**src/rtl/fir_xifu_offload.sv**
```systemverilog
// FIR XIFU offload initiator: issue, commit and result channels.
// Tracks outstanding instruction IDs in a scoreboard and registers responses.
module fir_xifu_offload #(
  parameter int ID_W = 4
) (
  input  logic            clk_i,
  input  logic            rst_i,
  input  logic            clear_i,
  input  logic            req_valid_i,
  output logic            req_ready_o,
  input  logic [31:0]     req_instr_i,
  input  logic [31:0]     req_rs1_i,
  input  logic [31:0]     req_rs2_i,
  input  logic            req_kill_i,
  output logic            issue_valid_o,
  input  logic            issue_ready_i,
  output logic [31:0]     issue_instr_o,
  output logic [ID_W-1:0] issue_id_o,
  output logic [31:0]     issue_rs1_o,
  output logic [31:0]     issue_rs2_o,
  input  logic            issue_accept_i,
  input  logic            issue_writeback_i,
  output logic            commit_valid_o,
  output logic [ID_W-1:0] commit_id_o,
  output logic            commit_kill_o,
  input  logic            result_valid_i,
  output logic            result_ready_o,
  input  logic [ID_W-1:0] result_id_i,
  input  logic [31:0]     result_data_i,
  input  logic [4:0]      result_rd_i,
  input  logic            result_we_i,
  output logic            rsp_valid_o,
  input  logic            rsp_ready_i,
  output logic [ID_W-1:0] rsp_id_o,
  output logic [31:0]     rsp_data_o,
  output logic [4:0]      rsp_rd_o,
  output logic            rsp_we_o,
  output logic            reject_o,
  output logic            err_o,
  output logic [ID_W:0]   outstanding_o
);

  localparam int N = 1 << ID_W;

  typedef enum logic [1:0] {IDLE, ISSUE, COMMIT} state_t;

  state_t          state;
  logic [ID_W-1:0] next_id;
  logic [N-1:0]    sb;
  logic [N-1:0]    sb_set;
  logic [N-1:0]    sb_clr;
  logic [31:0]     instr_q;
  logic [31:0]     rs1_q;
  logic [31:0]     rs2_q;
  logic            kill_q;
  logic            acc_q;
  logic            wb_q;
  logic            req_hs;
  logic            res_hs;
  logic            res_hit;
  logic [ID_W:0]   cnt;

  assign req_ready_o    = (state == IDLE) && !sb[next_id];
  assign req_hs         = req_valid_i && req_ready_o;
  assign issue_valid_o  = (state == ISSUE);
  assign issue_instr_o  = instr_q;
  assign issue_rs1_o    = rs1_q;
  assign issue_rs2_o    = rs2_q;
  assign issue_id_o     = next_id;
  assign commit_valid_o = (state == COMMIT);
  assign commit_id_o    = next_id;
  assign commit_kill_o  = commit_valid_o && (kill_q || !acc_q);
  assign reject_o       = commit_valid_o && !acc_q;
  assign result_ready_o = !rsp_valid_o || rsp_ready_i;
  assign res_hs         = result_valid_i && result_ready_o;
  assign res_hit        = res_hs && sb[result_id_i];

  always_comb begin
    sb_set = '0;
    sb_clr = '0;
    if (commit_valid_o && acc_q && wb_q && !kill_q)
      sb_set[next_id] = 1'b1;
    if (res_hit)
      sb_clr[result_id_i] = 1'b1;
  end

  always_comb begin
    cnt = '0;
    for (int i = 0; i < N; i++)
      cnt = cnt + {{ID_W{1'b0}}, sb[i]};
  end

  assign outstanding_o = cnt;

  always_ff @(posedge clk_i or posedge rst_i) begin
    if (rst_i) begin
      state   <= IDLE;
      next_id <= '0;
      instr_q <= '0;
      rs1_q   <= '0;
      rs2_q   <= '0;
      kill_q  <= 1'b0;
      acc_q   <= 1'b0;
      wb_q    <= 1'b0;
    end else if (clear_i) begin
      state   <= IDLE;
      next_id <= '0;
    end else begin
      unique case (state)
        IDLE: begin
          if (req_hs) begin
            instr_q <= req_instr_i;
            rs1_q   <= req_rs1_i;
            rs2_q   <= req_rs2_i;
            kill_q  <= req_kill_i;
            state   <= ISSUE;
          end
        end
        ISSUE: begin
          if (issue_ready_i) begin
            acc_q <= issue_accept_i;
            wb_q  <= issue_writeback_i;
            state <= COMMIT;
          end
        end
        COMMIT: begin
          next_id <= next_id + ID_W'(1);
          state   <= IDLE;
        end
        default: state <= IDLE;
      endcase
    end
  end

  // Set and clear never hit the same ID in one cycle.
  always_ff @(posedge clk_i or posedge rst_i) begin
    if (rst_i)
      sb <= '0;
    else if (clear_i)
      sb <= '0;
    else
      sb <= (sb | sb_set) & ~sb_clr;
  end

  always_ff @(posedge clk_i or posedge rst_i) begin
    if (rst_i) begin
      rsp_valid_o <= 1'b0;
      rsp_id_o    <= '0;
      rsp_data_o  <= '0;
      rsp_rd_o    <= '0;
      rsp_we_o    <= 1'b0;
      err_o       <= 1'b0;
    end else if (clear_i) begin
      rsp_valid_o <= 1'b0;
      err_o       <= 1'b0;
    end else begin
      err_o <= res_hs && !sb[result_id_i];
      if (res_hit) begin
        rsp_valid_o <= 1'b1;
        rsp_id_o    <= result_id_i;
        rsp_data_o  <= result_data_i;
        rsp_rd_o    <= result_rd_i;
        rsp_we_o    <= result_we_i;
      end else if (rsp_ready_i) begin
        rsp_valid_o <= 1'b0;
      end
    end
  end

endmodule

```
**config.mk**
```make
export PLATFORM = sky130hd
export DESIGN_NAME = fir_xifu_offload
export DESIGN_NICKNAME = d
export VERILOG_FILES = /design/src/rtl/fir_xifu_offload.sv
export SDC_FILE = /design/constraint.sdc
export NUM_CORES = 1
export LEC_CHECK = 0
export CORE_UTILIZATION = 40
export CTS_BUF_LIST = sky130_fd_sc_hd__clkbuf_4
export CTS_CLUSTER_DIAMETER = 60
export DETAILED_ROUTE_END_ITERATION = 7
export PLACE_DENSITY = 0.79
export SETUP_SLACK_MARGIN = 0.1
export SYNTH_ARGS = -nofsm -noshare
export SYNTH_HDL_FRONTEND = slang
export SYNTH_SLANG_ARGS = --single-unit
export TNS_END_PERCENT = 10
```
**constraint.sdc**
```tcl
create_clock -name clk_i -period 5.1 [get_ports clk_i]
set_clock_uncertainty 0.15 [all_clocks]
set_input_delay 0.51 -clock clk_i [delete_from_list [all_inputs] [get_ports clk_i]]
set_output_delay 0.51 -clock clk_i [all_outputs]
set_load 0.02 [all_outputs]
```
==> reports/qor.yml <==
setup_path:
  crit_chain: "inv_1 -> fa_1 -> fa_1 -> fa_1 -> fa_1 -> inv_1 -> ha_1 -> inv_1 -> fa_1 -> xnor2_1 -> dlygate4sd2_1"
  cp_slowest_cell: "fa_1"
  critPathCapture: "outstanding_o[2]"
  max_stage_delay_ns: 0.55
  rr_startpoint: "commit_id_o[0]$_DFFE_PP0P_"
  crit_arrival_ns: 4.21
  required_ns: 4.44
  r2r_cells: 6
  crit_path_frequent_cell: "fa_1"
  crit_buf_inv: 4
  crit_family: "adder cells"
  cp_num_cells: 11
  worst_setup_path_end_kind: "output pin"
  r2r-end: "issue_rs2_o[19]$_DFFE_PP0P_"
  startpoint_type: "register"
  worstPathMaxFanout: 4
  rrSetupSlack_ns: 1.57
  critPathKind: "reg -> out"
  critPathLaunch: "sb[5]$_DFF_PP0_"
floorplanning:
  initial_core_util_pct: 41.4
  rows: 48
  die_area_um2: 18600
  die_w_um: 136
  core-area_um2: 17400
  die-height_um: 136
  io_pins: 307
timing:
  setup_tns_ns: 0
  worstMarginPinSlew_ns: 1.24
  min_period_ns: 4.87
  fmax_mhz: 205
  fin_ws_ns: 0.229
  finalSetupViolCount: 0
  hold_ws_ns: 0.285
  hold_violations: 0
  slew_viol_final: 0
  rsz0062_at_grt: "yes"
  timing.slew.headroom_pct: 17.5
  period_share_pct: 95.5
clocking:
  root_buffer: "clkbuf_4"
  path_clk_slew_ns: 0.15
  clk_path_buf_depth: 2
  cts_made_buffers: 17
  postCtsHoldBufs: 0
  cts_tree: "built"
  cts.sinks: 165
  clkLatencyLatePin_ns: 0.55
  htreeDepth: 4
grt:
  grt_usage_pct: 20.4
  grt_pass1_wl_mm: 28.8
  grt_antenna_before_repair: 1
  grt_pass1_vias: 5668
  grt-ovfl-total: 0
  grt_max_degree: 93
place:
  io_buffers: 306
  gp_congestion: 0.883
  dp_hpwl_mm: 13.9
  post-place-ws_ns: 0.452
  dp_cells: 1016
detailed_routing:
  drc_errors: 0
  drt_first_pass_iters: 4
  drt_iter0_markers: 274
  routed_via_density: 5.02
  totalWireLength_mm: 18.4
  wl_per_cell_um: 17.5
  via_count: 5287
  ant_nets: 0
synth:
  synth_flop_cell: "dfrtp_1"
  yosys-top-cells-area: "dfrtp_1 57%, mux2_2 19%, mux2_4 4.0%"
  synth_top_area_share_pct: 57.3
  synthesis.instances: 508
  yosysTopAreaCell: "dfrtp_1"
  syn_area_um2: 7200
  yosysUniqueCellTypes: 40
  syn_nets: 675
  synth_edf_count: 0
  synth_common_cells: "165 x dfrtp_1, 123 x mux2_2, 37 x inv_1"
  ys_seq_elements: 165
  syn_avg_cell_area_um2: 14.2
  yosysSeqAreaShare_pct: 57.3
  async_flop_share_pct: 100
  synth.most_common_cell: "dfrtp_1"
  synth-warning-count: 0
finish:
  stdcell_count: 1054
  nets: 982
  drive_above_1_share_pct: 23.6
  area_growth_pct: 48.8
power_and_ir_drop:
  p_per_area_nw_per_um2: 363
  total_power_uw: 3890
  ir_worst_vdd_uv: 253
  power_leakage_uw: 0.00456
min_path:
  worstHoldPathType: "in -> async"
run_status:
  status: "finished, final reports clean"
job:
  cap_viol_max_count: 0
==> repair_timing <==
action	CTS	global route
buffers inserted	0	5
endpoints found under the setup margin	4	4
gates resized for setup	7	3
==> power breakdown <==
part	switching, µW	leakage (µW)	internal (µW)
combinational	655	0.00242	803
sequential	150	0.00200	1580
clock	489	0.000134	210
==> cells in the final DEF (no fill, tap or decap), types with 2 or more instances in the layout <==
cell type / instances
clkdlybuf4s50_1: 302
dfrtp_1: 165
mux2_2: 123
inv_1: 36
nor2_1: 21
mux2_4: 19
clkbuf_4: 18
a21oi_1: 16
nor3_1: 10
fa_1: 10
buf_4: 10
ha_1: 9
nand2_1: 8
nor2b_1: 7
a211oi_1: 6
inv_6: 6
nand2b_1: 5
mux4_2: 5
mux2i_1: 4
and3_1: 4
a31oi_1: 4
nand4_1: 3
clkinvlp_4: 3
clkinv_4: 3
a221oi_1: 2
o21ai_0: 2
a311oi_1: 2
xnor2_1: 2
xor2_1: 2
dlygate4sd2_1: 2
==> cell families after synthesis <==
| kind of cell | after synthesis | synth area share, % |
|---|---|---|
| and+or+nand+nor | 64 | 4.65 |
| buffers and inverters | 66 | 4.39 |
| adders and majority gates | 19 | 4.34 |
| xor gates and xnor gates | 4 | 0.486 |
| DFF | 165 | 57.3 |
| muxes | 151 | 25.3 |
| AOI/OAI and AO/OA | 39 | 3.51 |
==> metal layers <==
layer / wire length [µm] / vias up / global-route usage (%)
met4: 576 / 0 / 9.44
met3: 1520 / 43 / 7.61
met5: 0 / - / 0
li1: - / 2370 / -
met1: 6640 / 2624 / 21.9
met2: 9700 / 250 / 35.5
==> worst reg2reg max path: stages (launching register included) <==
cell      delay, ns
dfrtp_1        0.66
mux4_2         0.57
a22o_1         0.27
nor4_4         0.30
nand3b_1       0.36
buf_4          0.62
mux2_2         0.52
==> flip-flops by register name (all words and copies together) (netlist names), 2 cells and up <==
name,flops
rsp_id_o,4
issue_instr_o,32
sb,16
commit_id_o,4
rsp_rd_o,5
issue_rs1_o,32
rsp_data_o,32
issue_rs2_o,32
state,2
==> worst min-delay path by stage <==
stage	from	end	depth (start not counted)
CTS	rst_i	rsp_data_o[10]$_DFFE_PP0P_	2
global placement	issue_instr_o[28]$_DFFE_PP0P_	issue_instr_o[28]$_DFFE_PP0P_	1
finish	rst_i	rsp_data_o[10]$_DFFE_PP0P_	2
global route	rst_i	rsp_data_o[10]$_DFFE_PP0P_	2
detailed placement	rsp_id_o[2]$_DFFE_PP0P_	rsp_id_o[2]$_DFFE_PP0P_	2
floorplan	kill_q$_DFFE_PP0P_	kill_q$_DFFE_PP0P_	1
==> area by class of cell <==
class	count	area, µm²
fillers	1329	6700
flip-flops and latches	165	4130
repair buffers	317	3150
multi-input cells	277	2770
well taps	225	282
inverters	37	143
clock buffers	18	135
clock inverters	14	114
diodes	1	2.50
==> metrics by stage <==
stage	util [%]	cell area [µm²]
detailed placement	60.0	10400
global placement	60.0	10400
finish	61.6	10700
CTS	61.4	10700
floorplan	-	7210
global route	61.6	10700
Power figures use the tool's default switching activity.
